`config.mk`:
```
export PLATFORM = sky130hd
export DESIGN_NAME = imem_loader
export DESIGN_NICKNAME = d
export VERILOG_FILES = /design/src/rtl/imem_loader_pkg.sv /design/src/rtl/imem_loader.sv
export SDC_FILE = /design/constraint.sdc
export NUM_CORES = 1
export LEC_CHECK = 0
export ABC_AREA = 0
export CORE_UTILIZATION = 61
export DETAILED_ROUTE_END_ITERATION = 8
export GPL_TIMING_DRIVEN = 0
export PLACE_DENSITY = 0.83
export SLEW_MARGIN = 20
export SYNTH_ARGS = -nofsm -noshare
export SYNTH_HDL_FRONTEND = slang
export SYNTH_SLANG_ARGS = --single-unit
```
`constraint.sdc`:
```
create_clock -name clk -period 5.05 [get_ports clk]
set_input_delay 1.01 -clock clk [delete_from_list [all_inputs] [get_ports clk]]
set_output_delay 1.01 -clock clk [all_outputs]
set_load 0.05 [all_outputs]
```
`src/rtl/imem_loader_pkg.sv`:
```
// Shared definitions for the instruction-memory loader: FSM states and
// stream-format constants.
package imem_loader_pkg;

  typedef enum logic [3:0] {
    S_IDLE,
    S_CNT_LO,
    S_CNT_HI,
    S_INS_LO,
    S_INS_HI,
    S_WRITE,
    S_CHK,
    S_DONE,
    S_ERR
  } state_t;

  // Bits [7:1] of an instruction HI byte are reserved and must be zero.
  localparam logic [7:0] HI_RSVD_MASK = 8'hFE;
  localparam int DEFAULT_IMEM_DEPTH = 2048;

endpackage

```
`src/rtl/imem_loader.sv`:
```
// Byte-stream program loader: reassembles 9-bit words and writes them into
// instruction memory. It keeps the core held until a checksum-verified image is present.
module imem_loader
  import imem_loader_pkg::*;
#(
  parameter int IMEM_DEPTH = DEFAULT_IMEM_DEPTH,
  parameter int ADDR_W     = 11,
  parameter int INST_W     = 9
) (
  input  logic              clk,
  input  logic              reset,
  input  logic              start,
  input  logic              s_valid,
  input  logic [7:0]        s_data,
  output logic              s_ready,
  output logic              im_we,
  output logic [ADDR_W-1:0] im_addr,
  output logic [INST_W-1:0] im_wdata,
  output logic              cpu_hold,
  output logic              busy,
  output logic              load_done,
  output logic              err
);

  localparam int CNT_W = $clog2(IMEM_DEPTH + 1);

  state_t             state, next_state;
  logic [7:0]         lo_byte;
  logic [7:0]         xor_acc;
  logic [CNT_W-1:0]   word_cnt;
  logic [CNT_W-1:0]   word_total;

  logic               xfer;
  logic               go;
  logic [15:0]        cnt16;
  logic               cnt_over;
  logic               cnt_zero;
  logic               last_word;

  assign xfer      = s_valid && s_ready;
  assign go        = start && (state == S_IDLE || state == S_DONE || state == S_ERR);
  assign cnt16     = {s_data, lo_byte};
  assign cnt_over  = {16'd0, cnt16} > 32'(IMEM_DEPTH);
  assign cnt_zero  = (cnt16 == 16'd0);
  assign last_word = (word_cnt + CNT_W'(1)) == word_total;

  always_ff @(posedge clk or negedge reset) begin
    if (!reset) state <= S_IDLE;
    else        state <= next_state;
  end

  always_comb begin
    next_state = state;
    unique case (state)
      S_IDLE, S_DONE, S_ERR: if (start) next_state = S_CNT_LO;
      S_CNT_LO: if (xfer) next_state = S_CNT_HI;
      S_CNT_HI: begin
        if (xfer) begin
          if (cnt_over)      next_state = S_ERR;
          else if (cnt_zero) next_state = S_CHK;
          else               next_state = S_INS_LO;
        end
      end
      S_INS_LO: if (xfer) next_state = S_INS_HI;
      S_INS_HI: begin
        if (xfer) next_state = |(s_data & HI_RSVD_MASK) ? S_ERR : S_WRITE;
      end
      S_WRITE:  next_state = last_word ? S_CHK : S_INS_LO;
      S_CHK: begin
        if (xfer) next_state = (s_data == xor_acc) ? S_DONE : S_ERR;
      end
      default:  next_state = S_IDLE;
    endcase
  end

  // All status outputs decode the registered state only, so s_ready has
  // no combinational dependence on s_valid.
  always_comb begin
    s_ready   = 1'b0;
    im_we     = 1'b0;
    busy      = 1'b1;
    cpu_hold  = 1'b1;
    load_done = 1'b0;
    err       = 1'b0;
    unique case (state)
      S_IDLE:  busy = 1'b0;
      S_CNT_LO, S_CNT_HI, S_INS_LO, S_INS_HI, S_CHK: s_ready = 1'b1;
      S_WRITE: im_we = 1'b1;
      S_DONE: begin
        busy      = 1'b0;
        cpu_hold  = 1'b0;
        load_done = 1'b1;
      end
      S_ERR: begin
        busy = 1'b0;
        err  = 1'b1;
      end
      default: busy = 1'b0;
    endcase
  end

  always_ff @(posedge clk or negedge reset) begin
    if (!reset) begin
      lo_byte    <= '0;
      xor_acc    <= '0;
      word_cnt   <= '0;
      word_total <= '0;
      im_addr    <= '0;
      im_wdata   <= '0;
    end else if (go) begin
      xor_acc  <= '0;
      word_cnt <= '0;
      im_addr  <= '0;
    end else begin
      // The checksum byte itself is not folded into the running XOR.
      if (xfer && state != S_CHK) xor_acc <= xor_acc ^ s_data;
      if (xfer && (state == S_CNT_LO || state == S_INS_LO)) lo_byte <= s_data;
      if (xfer && state == S_CNT_HI) word_total <= cnt16[CNT_W-1:0];
      if (xfer && state == S_INS_HI) im_wdata <= INST_W'({s_data[0], lo_byte});
      if (state == S_WRITE) begin
        word_cnt <= word_cnt + CNT_W'(1);
        im_addr  <= im_addr + ADDR_W'(1);
      end
    end
  end

endmodule

```
# [Word-level counts from Yosys, hierarchy flattened]
# Index checks and enable logic that the tools add are counted.
[word_totals] regBits=64 inputBits=12 output_inout_bits=26 word_cells=74
[op_classes] add_sub_neg=2 magnitude_cmp=1 n_eq_ne=17 n_mux=24 bitwise=2 reduce_logical=21
[ops] cell="2-to-1 mux 4 bit" count=9
[ops] cell="one-hot mux 4 bit (7 select lines)" count=1
[ops] cell="2-to-1 mux 12 bit" count=2
[ops] cell="2-to-1 mux 11 bit" count=2
[ops] cell="== test 4 x 3 -> 1 bit, second input constant" count=4
[ops] cell="> comparator 16 x 12 -> 1 bit, second input constant" count=1
[ops] cell="logical NOT 16 bit" count=1
[ops] cell="2-to-1 mux 8 bit" count=2
[ops] cell="adder 12 x 1 -> 12 bit, second input constant" count=1
[ops] cell="== test 12 bit" count=1
[ops] cell="inequality test 2 bit, second input constant" count=6
[ops] cell="adder 11 x 1 -> 11 bit, second input constant" count=1
[ops] cell="== test 4 x 2 -> 1 bit, second input constant" count=2
[ops] cell="== test 8 bit" count=1
[ops] cell="XOR 8 bit" count=1
[ops] cell="OR reduction 7 bit" count=1
[ops] cell="logical AND 1 bit" count=6
[ops] cell="2-to-1 mux 1 bit" count=6
[ops] cell="2-to-1 mux 3 bit" count=2
[ops] cell="AND reduction 2 bit" count=3
[ops] cell="AND reduction 6 bit" count=1
[ops] cell="OR reduction 6 bit" count=1
[ops] cell="OR reduction 5 bit" count=1
[ops] cell="== test 4 x 1 -> 1 bit, second input constant" count=1
[ops] cell="other kinds (7)" count=10

# [Logic depth before layout (Yosys ltp)]
# Gate-level depths: netlist of the first run.
[depth] word_depth=7 ltp_mapped=9

# [Worst setup path before layout of the first run]
# OpenSTA, ideal clock, no wires.
[synth_timing] kind="register to output" start="register state[3]" end="output s_ready" arrival_ns=1.833 t_required_ns=4.040 slack_ns=2.207 path_stages_with_launch=3 path_buffers=1 path_cell_list="dfrtp_1 -> clkbuf_1 -> a211oi_1"
[synth_via] elab_chain_cells=3
[synth_lines] item="start, declared" line_no="imem_loader.sv:27" rtl="state_t state, next_state;"
[synth_lines] item="start signal, assigned" line_no="imem_loader.sv:49" rtl="else state <= next_state;"
[synth_lines] item="== test 4 x 1 -> 1 bit (tied with other cells)" line_no="imem_loader.sv:85" rtl="unique case (state)"
[synth_lines] item="OR reduction 5 bit (*)" line_no="imem_loader.sv:85"
[synth_lines] item="2-to-1 mux 1 bit (*)" line_no="imem_loader.sv:85"
[synth_lines] item="end, declared" line_no="imem_loader.sv:15" rtl="output logic s_ready,"
# Mark *: on every way between the ends. The rest lies on a longest branch, timed or not.

# [Final worst setup path of the first run]
[layout_timing] start="register state[0]" end="output im_we"
[layout_via] elab_chain_cells=2
[layout_lines] item="== test 4 x 3 -> 1 bit" line_no="imem_loader.sv:85"
[layout_lines] item="2-to-1 mux 1 bit" line_no="imem_loader.sv:85"
[layout_lines] item="end, declared" line_no="imem_loader.sv:16" rtl="output logic im_we,"
# Every way passes these cells.

==> impl_summary.md, run 1 <==
Finish
The total number of nets in the final design is 417. Measured on the finished design, the core utilization comes to 0.764. In the layout the commonest cells are dfrtp_1, clkdlybuf4s50_1, nand2_1. The most common library cell in the layout ignoring fill and taps is dfrtp_1.

The proportion of layout cells with a drive suffix above 1 is 0.160. The number of diodes is 0. The post-synthesis to final-layout area growth is 19.4%.

Run status
The run finished with clean final reports.

Clock tree
The hold-fix buffer count after cts is 0. CTS placed an instance of clkbuf_8 at the clock tree root. The clock passes through at most 2 buffers. Clock-pin slew was measured on the worst setup and hold paths at 80 ps. The clock insertion delay at the later pin of the skew report is 350 ps. TritonCTS built the clock tree. For this design, the sink count on the clock tree is 64. The TritonCTS buffer count is 9. In this run the number of H-tree levels came out at 3.

Gates resized during post-CTS repair numbered 0. Once the clock tree was built, the setup fixing pass inserted 0 buffers.

Critical path
The worst setup slack for register-to-register paths is 2620 ps. The critical path's largest stage delay is 850 ps. The cell depth of the worst flop-to-flop path is 7. Data on the critical path arrives at its endpoint at 2720 ps. The endpoint identified for the worst register-to-register timing path is state[0]$_DFFE_PN0P_. The startpoint of the worst register-to-register path is word_cnt[0]$_DFFE_PN0P_. In this run the worst path has a maximum fanout of 10.

The gate family responsible for the most delay along the worst path is buffers and inverters. In this design, the critical path's most frequently occurring cell is buf_2. The startpoint type of the worst setup path is a register. Traced cell by cell, the critical path runs through buf_2 -> nor2b_1 -> nand2_1 -> clkinv_1 -> buf_2 -> clkdlybuf4s50_1. The critical-path cell with the highest stage delay is clkdlybuf4s50_1. The endpoint type of the worst setup path is an output pin. The worst setup path is of the reg -> out kind.

The required time of the worst setup path is 4040 ps. Together, buffers and inverters on the worst path number 4.

Synthesis
The portion of the post-synthesis area used by sequential elements is 0.452. The net count of the mapped netlist is 369. Counting distinct cell types in the post-synthesis netlist gives 55.

The mean post-synth cell area is 9.99 um^2. After synthesis the netlist holds a flip-flop and latch count of 64. The number of enable-type register cells in the synthesized netlist is 0. Among all flip-flop cells after synthesis, the most frequent one is dfrtp_1. During synthesis, Yosys emitted a total of 0 warnings. The cell count after synthesis is 355.

The async set or reset register ratio after synthesis is 1.00. The post-synthesis cell area is 3550 um^2.

Die
The die outline area is 6120 um^2. Measured along the y axis, the die boundary spans 78.2 um. After floorplanning, the core was divided into 27 placement rows. The number of primary I/O pins is 38.

The area of the placeable core is 5540 um^2. The initial standard-cell utilization of the core is 0.640. The floorplan step set the die width to 78.2 um.

GRT
The via count of the first global-routing pass is 2,738. The first global-routing pass estimated 13,300 um of wire. Global routing finished with a remaining overflow of 0.

Across every metal layer, demand over resource in global routing totals 0.285. Entering global routing, the biggest net connects 41 pins. The number of antenna violations at the first check in global routing came to 0.

Drt
The via count of the routed design is 2,908. The DRC violations left is 0. The total iterations of the first detailed-routing run is 5. The number of DRC markers in iteration 0 is 232. In this run the remaining antenna-violating nets after routing total 0. In the routed layout, each cell is associated on average with a via count of 6.07. After detailed routing, the average wire length per cell comes to 16.6 um.

The post-detailed-routing wire length is 7950 um.

Timing
The count of pins over their slew limit is 0. Of the available clock period, the critical path in the final layout requires 0.738. The final hold violation count is 0. The final total negative setup slack is 0 ps.

The relative slew slack is 0.530. Across the routed clock network, the largest skew measured is 9.71 ps. Derived from the worst setup path, the maximum achievable clock frequency is 268 MHz. After layout, the minimum clock period comes to 3730 ps.

At the pin with the least slew margin, the transition time is 701 ps. Setup repair after global routing left no endpoint under its margin. Setup violations remaining at the end of the flow were counted as 0.

Placement
The final estimated routing congestion in global placement is 0.893. The half-perimeter wire length after detailed placement is 5560 um. Input and output buffers added on the ports amount to 36.

Min path
Counting instances, the worst hold path has a depth of 1. The worst hold path begins at word_cnt[11]$_DFFE_PN0P_. The path with the worst hold slack has its endpoint at word_cnt[11]$_DFFE_PN0P_. The path class of the tightest hold or removal check is reg -> reg.

Power
The areal power density over the cells is 553 nW/um^2. The static leakage is 1.79 nW. The worst supply voltage drop on vdd is 489 uV.

Run
The number of violations of the max-capacitance limit is 0.
[registers in the layout (all words and copies together), names as in the netlist]
register,count
lo_byte,8
im_wdata,9
state,4
im_addr,11
word_cnt,12
xor_acc,8
word_total,12
[how the worst max path moves through the flow]
stage / slack [ps] / from / cells past startpoint / end
CTS: 1330 / state[0]$_DFFE_PN0P_ / 6 / im_we
detailed placement: 1700 / state[0]$_DFFE_PN0P_ / 6 / im_we
finish: 1320 / state[0]$_DFFE_PN0P_ / 6 / im_we
global route: 1180 / state[0]$_DFFE_PN0P_ / 6 / im_we
global placement: 960 / reset / 1 / xor_acc[6]$_DFFE_PN0P_
floorplan: 2210 / state[3]$_DFFE_PN0P_ / 2 / s_ready
[area by class of cell]
class | instances | area, um^2
buffer | 19 | 97.6
clock buffer | 10 | 138
clock inverter | 5 | 81.3
fill | 403 | 1310
inverter | 10 | 37.5
multi-input combinational | 262 | 1810
sequential | 64 | 1600
tap | 72 | 90.1
timing repair buffer | 37 | 378
[synthesized netlist by cell type, types with 2 or more instances]
cell	number	share of area
nand2b_1	5	0.0088
inv_1	9	0.0095
ha_1	2	0.0071
xor2_1	20	0.049
buf_2	9	0.013
nand3_1	7	0.0099
a31oi_1	3	0.0053
and3_1	3	0.0053
nor3_2	2	0.0056
o211ai_1	2	0.0042
and2_1	3	0.0053
o31ai_1	5	0.011
nand4_1	7	0.012
o21ai_1	4	0.0056
dfrtp_1	64	0.45
or3_1	8	0.014
nand3_2	2	0.0056
nor4_1	5	0.0088
a2111oi_2	2	0.0085
mux2_2	29	0.092
a221o_1	3	0.0085
a22o_1	4	0.0099
nor2b_1	8	0.014
a211oi_1	2	0.0042
nand4b_1	2	0.0049
nand2_1	31	0.033
o21ai_0	25	0.035
nor3_1	7	0.0099
clkbuf_1	8	0.0085
buf_6	2	0.0064
a21oi_1	7	0.0099
xnor2_1	12	0.030
a221oi_1	3	0.0074
nor2_1	29	0.031
[kinds of logic (layout without fill, tap and decap cells)]
| group | count (synthesis) | count (layout) | share of synthesized area |
|---|---|---|---|
| mux | 29 | 29 | 0.0921 |
| flops | 64 | 64 | 0.452 |
| compound gates | 72 | 72 | 0.140 |
| xor+xnor | 32 | 32 | 0.0790 |
| fa+ha+maj | 2 | 2 | 0.00706 |
| simple gates | 127 | 127 | 0.192 |
| buf+inv | 29 | 81 | 0.0381 |
[where the power goes]
| part | total, mW | internal [mW] | switching [mW] |
|---|---|---|---|
| Combinational | 0.999 | 0.423 | 0.576 |
| Clock | 0.495 | 0.289 | 0.207 |
| Sequential | 0.847 | 0.680 | 0.167 |
[metal layers]
| layer | share of wire | wire, um | GRT usage |
|---|---|---|---|
| met5 | 0 | 0 | 0 |
| met1 | 0.45 | 3550 | 0.370 |
| met2 | 0.48 | 3850 | 0.477 |
| met4 | 0.017 | 133 | 0.111 |
| met3 | 0.052 | 415 | 0.0477 |
[per-stage QoR]
step                power, mW  worst slack (ps)  hold slack (ps)  area, um^2  instances
floorplan                1.55              2210              473        3550        355
global placement         1.80               964              489        4000        463
detailed placement       1.85              1700              498        4010        464
CTS                      2.34              1330              509        4230        479
global route             2.46              1180              528        4230        479
finish                   2.34              1320              505        4230        479
(Power assumes the default switching activity.)
==> run 2: changes to the inputs <==
- CORE_UTILIZATION: 61 -> 57
- PLACE_DENSITY: 0.83 -> 0.78
- clock period: 5.05 -> 3.5 ns (I/O delays scaled with it)
==> run 2 against run 1 <==
  * Cell area is 0.27% lower
  * Clock power is 35% higher
  * Critical path depth stayed put
  * Global-route usage is 1.2 points lower
  * Flip-flop and latch count stayed put
  * Register-to-register slack worse by 1600 ps
  * Setup slack worse by 870 ps
==> impl_summary.md, run 2 (synthesized netlist as in run 1, its figures left out) <==
Timing
The relative slew slack is 0.523 (-0.00719). The worst-case setup margin in the final layout is 447 ps (-874 ps). Setup repair after global routing left no endpoint under its margin. The final critical path time including I/O delays and setup is 3050 ps. The measured slew at the worst slew-check pin is 712 ps (+10.7 ps). The count of pins over their slew limit is 0 (unchanged). The final hold violation count is 0 (unchanged). Dividing the final minimum period by the clock period gives 0.872. The total of endpoints with negative setup slack in the final report came to 0 (unchanged).

The achievable frequency is 328 MHz. The largest clock skew in the final design was 8.41 ps (-1.30 ps).

Clock tree
In this run the clock root is driven by a clkbuf_8. The clock sink count is 64 (unchanged). The hold-fix buffer count after cts came to 0 (unchanged). The clock insertion delay at the later pin of the skew report is 350 ps (about the same). The clock edge transition at the registers on the reported setup and hold paths was 80 ps (about the same). The H-tree depth is 3 (unchanged). The post-CTS resize count came to 0 (unchanged). The TritonCTS buffer count came to 9 (unchanged). The post-CTS setup buffer count is 0 (unchanged). The maximum number of buffers from clock root to sink is 2 (unchanged).

TritonCTS built the clock tree.

Finish
From synthesis to final layout, the design area changed by 19.1%. The largest registers in the layout are word_cnt x12, word_total x12, im_addr x11. The proportion of layout cells with a drive suffix above 1 is 0.162 (+0.00206).

Leaving out fill and tap cells, the most frequent cells in the layout are dfrtp_1, clkdlybuf4s50_1, nand2_1. The number of diodes is 0 (unchanged). The final non-filler cell total is 483 (+0.84%). The total number of nets in the final design is 417 (unchanged). The most common library cell in the layout ignoring fill and taps is dfrtp_1.

Power
The fraction of power spent switching nets is 0.422 (+0.0158). The clock network fraction of total power is 0.201 (-0.011). The share of total power in combinational logic is 0.432 (+0.005). The static leakage is 1.80 nW (+0.60%).

The part of the total power dissipated in sequential elements came to 0.367 (+0.005). The total net switching power was 1.40 mW (+48%). The total power consumption of the routed design came to 3.33 mW (+42%).

The worst supply voltage drop on vdd is 712 uV (+46%). The areal power density over the cells is 789 nW/um^2 (+43%). The cell-internal power is 1.93 mW (+38%).

GRT
The aggregate global routing overflow is 0 (unchanged). The global-route wire length before repair is 13,600 um (+2.0%). The maximum number of pins on one net before global-route repair is 41 (unchanged).

The number of antenna violations at the first check in global routing is 0 (unchanged). The via count of the first global-routing pass was 2,812 (+2.7%). The overall fraction of global-route tracks in use is 0.273 (-0.0120).

Run status
The flow ran to the end, and the final reports show no timing, DRC or antenna violations.

Drt
The via count of the routed design is 2,916 (+0.28%). The DRC violations left came to 0 (unchanged). The total iterations of the first detailed-routing run is 7 (+2). The average via count per standard cell is 6.04 (-0.56%).

The per-cell routed wire length is 16.8 um (+1.2%). The post-detailed-routing wire length is 8110 um (+2.1%). The post-detailed-route count of antenna-violating nets is 0 (unchanged). The number of DRC markers in iteration 0 is 218 (-6.0%).

Placement
The post-placement cell count came to 467 (+0.65%). The final estimated routing congestion in global placement is 0.919 (+2.9%). The pre-CTS worst setup slack is 469 ps (-1230 ps). The count of buffers from port buffering came to 36 (unchanged). The half-perimeter wire length after detailed placement was 5640 um (+1.4%).

Die
The die outline area came to 6540 um^2 (+6.8%). The initial standard-cell utilization of the core is 0.595 (-0.0446). The floorplan die height was 80.9 um (+3.4%).

The width of the die was 80.9 um (+3.4%). The number of primary I/O pins is 38 (unchanged). The area of the placeable core is 5960 um^2 (+7.5%). The number of placement rows is 28 (+3.7%).

Min path
The min-delay analysis places its worst path in the category in -> async.

Critical path
The maximum fanout along the worst path came to 10 (unchanged). The worst setup path is captured at an output pin. The critical path data arrival time came to 2350 ps (-370 ps). The startpoint type of the worst setup path is a register. The required time of the worst setup path came to 2800 ps (-1240 ps). The critical path is of the reg -> out type. The cell depth of the worst flop-to-flop path is 7 (unchanged).

Run
The number of violations of the max-capacitance limit was 0 (unchanged).
-- run 2: changes by cell type in the layout (fill, tap and decap cells not counted), sizes merged --
cell and change:
bufinv -1, clkbuf -1, inv +3, dlymetal6s2s +1
clkdlybuf4s50 -1
-- run 2: worst paths after layout --
kind / from / to / slack (ps)
worst max-delay path: state[0]$_DFFE_PN0P_ / im_we / 450
worst min-delay path: reset / word_cnt[6]$_DFFE_PN0P_ / 230
worst max register to register: word_cnt[0]$_DFFE_PN0P_ / state[0]$_DFFE_PN0P_ / 1050
worst min register to register: im_wdata[7]$_DFFE_PN0P_ / im_wdata[7]$_DFFE_PN0P_ / 510
max in group asynchronous: reset / lo_byte[7]$_DFFE_PN0P_ / 2740
min in group clk: im_wdata[7]$_DFFE_PN0P_ / im_wdata[7]$_DFFE_PN0P_ / 510
-- run 2: final cells by class --
type                       instances  area, um^2
clock inverter                     7        77.6
buffer                            19        97.6
clock buffer                       9         124
timing repair buffer              37         380
fill                             494        1730
sequential                        64        1600
tap                               75        93.8
inverter                          10        37.5
multi-input combinational        262        1810
-- run 2: per-stage QoR --
| step | area, um^2 | setup TNS, ps | hold WS, ps | util |
|---|---|---|---|---|
| after floorplan | 3550 | 0 | 404 | - |
| after global placement | 4000 | -19940 | 489 | 0.672 |
| after detailed placement | 4020 | 0 | 491 | 0.675 |
| after CTS | 4220 | 0 | 248 | 0.708 |
| after global routing | 4220 | 0 | 265 | 0.709 |
| final | 4220 | 0 | 234 | 0.709 |
-- run 2: power by group through the flow --
stage	sequential, mW	combinational [mW]	clock, mW
floorplan	1.36	0.872	0
global placement	1.22	1.40	0
detailed placement	1.23	1.43	0
CTS	1.22	1.44	0.670
global route	1.25	1.54	0.707
finish	1.22	1.44	0.669
-- run 2: worst max-delay path, cell delays in order, from the launching register on --
cell and delay [ps]:
dfrtp_1 460, buf_2 280, nor2b_1 240, nand2_1 100
clkinv_1 170, buf_2 290, dlymetal6s2s_1 460
-- run 2: layer usage --
metal	part of all wire	up-vias	wire, um	track usage
li1	-	1376	-	-
met1	0.45	1424	3680	0.366
met2	0.48	97	3870	0.435
met3	0.049	19	399	0.0584
met4	0.021	0	167	0.100
met5	0	-	0	0
==> run 3: changes to the inputs <==
- CORE_UTILIZATION: 57 -> 59
- CTS_BUF_LIST: not set -> sky130_fd_sc_hd__clkbuf_8
- PLACE_DENSITY: 0.78 -> 0.81
==> run 3 against run 2 <==
  * Routed wire length is 1.9% lower
  * Maximum frequency is 1.8% lower
  * Global-route usage is 0.47 points higher
  * Critical path type unchanged
  * Largest power group unchanged
==> impl_summary.md, run 3 (synthesized netlist as in run 1, its figures left out) <==
Run status
The run finished with clean final reports.

Clock tree
The clock edge transition at the registers on the reported setup and hold paths is 80 ps (about the same). The hold-fix buffer count after cts came to 0 (unchanged). The clock insertion delay at the later pin of the skew report is 350 ps (about the same). The clock sink count came to 64 (unchanged). The maximum number of buffers from clock root to sink is 2 (unchanged). The cell at the root of the clock tree is clkbuf_8. The H-tree depth is 3 (unchanged). TritonCTS built the clock tree. The TritonCTS buffer count was 9 (unchanged).

Critical path
The most prevalent standard cell on the critical path is buf_2. The number of buffer and inverter stages on the critical path was 4 (unchanged). Among cell families on the critical path, the largest total delay comes from buffers and inverters.

The required time of the worst setup path is 2800 ps (about the same). The critical-path cell with the highest stage delay is dfrtp_1. The startpoint type of the worst setup path is a register. The critical path's largest stage delay is 460 ps (about the same). The critical path data arrival time is 2410 ps (+60 ps). The worst register-to-register path ends at state[0]$_DFFE_PN0P_.

The maximum fanout along the worst path is 10 (unchanged). The worst setup slack for register-to-register paths is 1050 ps (about the same). The critical path is of the reg -> out type.

Walking the worst path, the cells encountered are buf_2 -> nor2b_1 -> nand2_1 -> clkinv_1 -> buf_2 -> dlymetal6s2s_1. The endpoint type of the worst setup path is an output pin. The cell depth of the worst flop-to-flop path is 7 (unchanged).

The worst register-to-register path begins at word_cnt[0]$_DFFE_PN0P_.

Timing
The measured slew at the worst slew-check pin came to 743 ps (+31.7 ps). Setup repair after global routing left no endpoint under its margin. The total of endpoints with negative setup slack in the final report is 0 (unchanged). The relative slew slack came to 0.502 (-0.0212).

The share of the clock period used by the worst path after layout is 0.888 (+0.0160). The largest clock skew in the final design is 12.3 ps (+3.91 ps). The final hold violation count was 0 (unchanged).

The count of pins over their slew limit is 0 (unchanged). The achievable frequency is 322 MHz (-1.8%). The final critical path time including I/O delays and setup is 3110 ps (+55.9 ps).

Drt
The met2 routed wirelength is 3860 um (-0.36%). The DRC violations left is 0 (unchanged). The number of DRC markers in iteration 0 came to 219 (+0.46%). The via count of the routed design was 2,887 (-0.99%). The post-detailed-routing wire length is 7960 um (-1.9%). The average via count per standard cell is 6.01 (-0.38%). The total length of routed met3 wires is 463 um (+16%). The highest metal layer carrying signal wires in the routed design is met4. The per-cell routed wire length is 16.6 um (-1.3%).

The total iterations of the first detailed-routing run is 7 (unchanged). The post-detailed-route count of antenna-violating nets is 0 (unchanged). The sum of routed wire segments on met1 is 3490 um (-5.2%).

Die
The width of the die is 79.5 um (-1.7%). The initial standard-cell utilization of the core is 0.629 (+0.0331). The number of primary I/O pins is 38 (unchanged). The area of the placeable core is 5640 um^2 (-5.3%). The number of placement rows came to 27 (-3.6%). The die outline area is 6320 um^2 (-3.3%). The floorplan die height is 79.5 um (-1.7%).

GRT
The number of antenna violations at the first check in global routing is 0 (unchanged). The maximum number of pins on one net before global-route repair is 41 (unchanged). The aggregate global routing overflow is 0 (unchanged). The global-route wire length before repair is 13,300 um (-1.8%). The overall fraction of global-route tracks in use is 0.278 (+0.00474). The via count of the first global-routing pass is 2,842 (+1.1%).

Placement
The half-perimeter wire length after detailed placement came to 5530 um (-1.9%). The post-placement cell count was 464 (-0.64%). The count of buffers from port buffering was 36 (unchanged). The final estimated routing congestion in global placement is 0.945 (+2.8%).

Power
The areal power density over the cells is 777 nW/um^2 (-1.4%). The worst supply voltage drop on vdd was 649 uV (-8.9%). The static leakage is 1.79 nW (-0.66%).

Finish
The final non-filler cell total is 480 (-0.62%). The proportion of layout cells with a drive suffix above 1 is 0.162 (unchanged). The total number of nets in the final design was 417 (unchanged). Leaving out fill and tap cells, the most frequent cell in the layout is dfrtp_1.

Leaving out fill and tap cells, the most frequent cells in the layout are dfrtp_1, clkdlybuf4s50_1, nand2_1. The number of diodes is 0 (unchanged). The post-synthesis to final-layout area growth is 18.5%.

The largest registers in the layout are word_cnt x12, word_total x12, im_addr x11. The utilization after layout was 0.745 (+0.0359).

Run
The number of violations of the max-capacitance limit is 0 (unchanged).

Min path
The type of the worst min-delay path is in -> async.
-- run 3: what timing repair did --
item	CTS	global route
buffers inserted	0	0
gates resized for setup	0	1
endpoints found under the setup margin	0	1
-- run 3: per-layer routing --
metal | global-route usage | vias to the layer above
met1 | 0.359 | 1386
met4 | 0.124 | 0
met3 | 0.0469 | 15
met5 | 0 | -
li1 | - | 1379
met2 | 0.457 | 107
-- run 3: how the worst max path moves through the flow --
| stage | from | to | slack (ps) | cells past startpoint |
|---|---|---|---|---|
| after floorplan | state[3]$_DFFE_PN0P_ | s_ready | 970 | 2 |
| after global placement | reset | state[3]$_DFFE_PN0P_ | -270 | 1 |
| after detailed placement | state[0]$_DFFE_PN0P_ | im_we | 450 | 6 |
| after CTS | state[0]$_DFFE_PN0P_ | im_we | 50 | 6 |
| after global routing | state[0]$_DFFE_PN0P_ | im_we | 270 | 6 |
| final | state[0]$_DFFE_PN0P_ | im_we | 390 | 6 |
-- run 3: worst register-to-register path: stages (launching register included) --
cell	delay (ps)
dfrtp_1	470
ha_1	310
nand3_2	190
or3_1	400
xnor2_1	140
a221oi_1	280
nand4b_1	210
a221o_1	340
-- run 3: power breakdown --
| group | switching (mW) | leakage [nW] | internal [mW] |
|---|---|---|---|
| Clock | 0.327 | 0.0888 | 0.270 |
| Sequential | 0.240 | 0.845 | 0.980 |
| Combinational | 0.839 | 0.854 | 0.610 |
-- run 3: final cells by class --
cell class | count | area, um^2
Buffer | 19 | 97.6
Sequential cell | 64 | 1600
Fill cell | 408 | 1440
Timing Repair Buffer | 37 | 380
Tap cell | 72 | 90.1
Clock inverter | 7 | 61.3
Multi-Input combinational cell | 262 | 1810
Clock buffer | 9 | 124
Inverter | 10 | 37.5
-- run 3: metrics by stage --
step / setup TNS, ps / setup WS (ps) / hold slack, ps / area [um^2] / total power [mW]
floorplan: 0 / 967 / 404 / 3550 / 2.24
global placement: -16820 / -268 / 490 / 4000 / 2.61
detailed placement: 0 / 451 / 497 / 4010 / 2.66
CTS: 0 / 54.4 / 241 / 4200 / 3.27
global route: 0 / 268 / 264 / 4200 / 3.45
finish: 0 / 391 / 236 / 4200 / 3.27
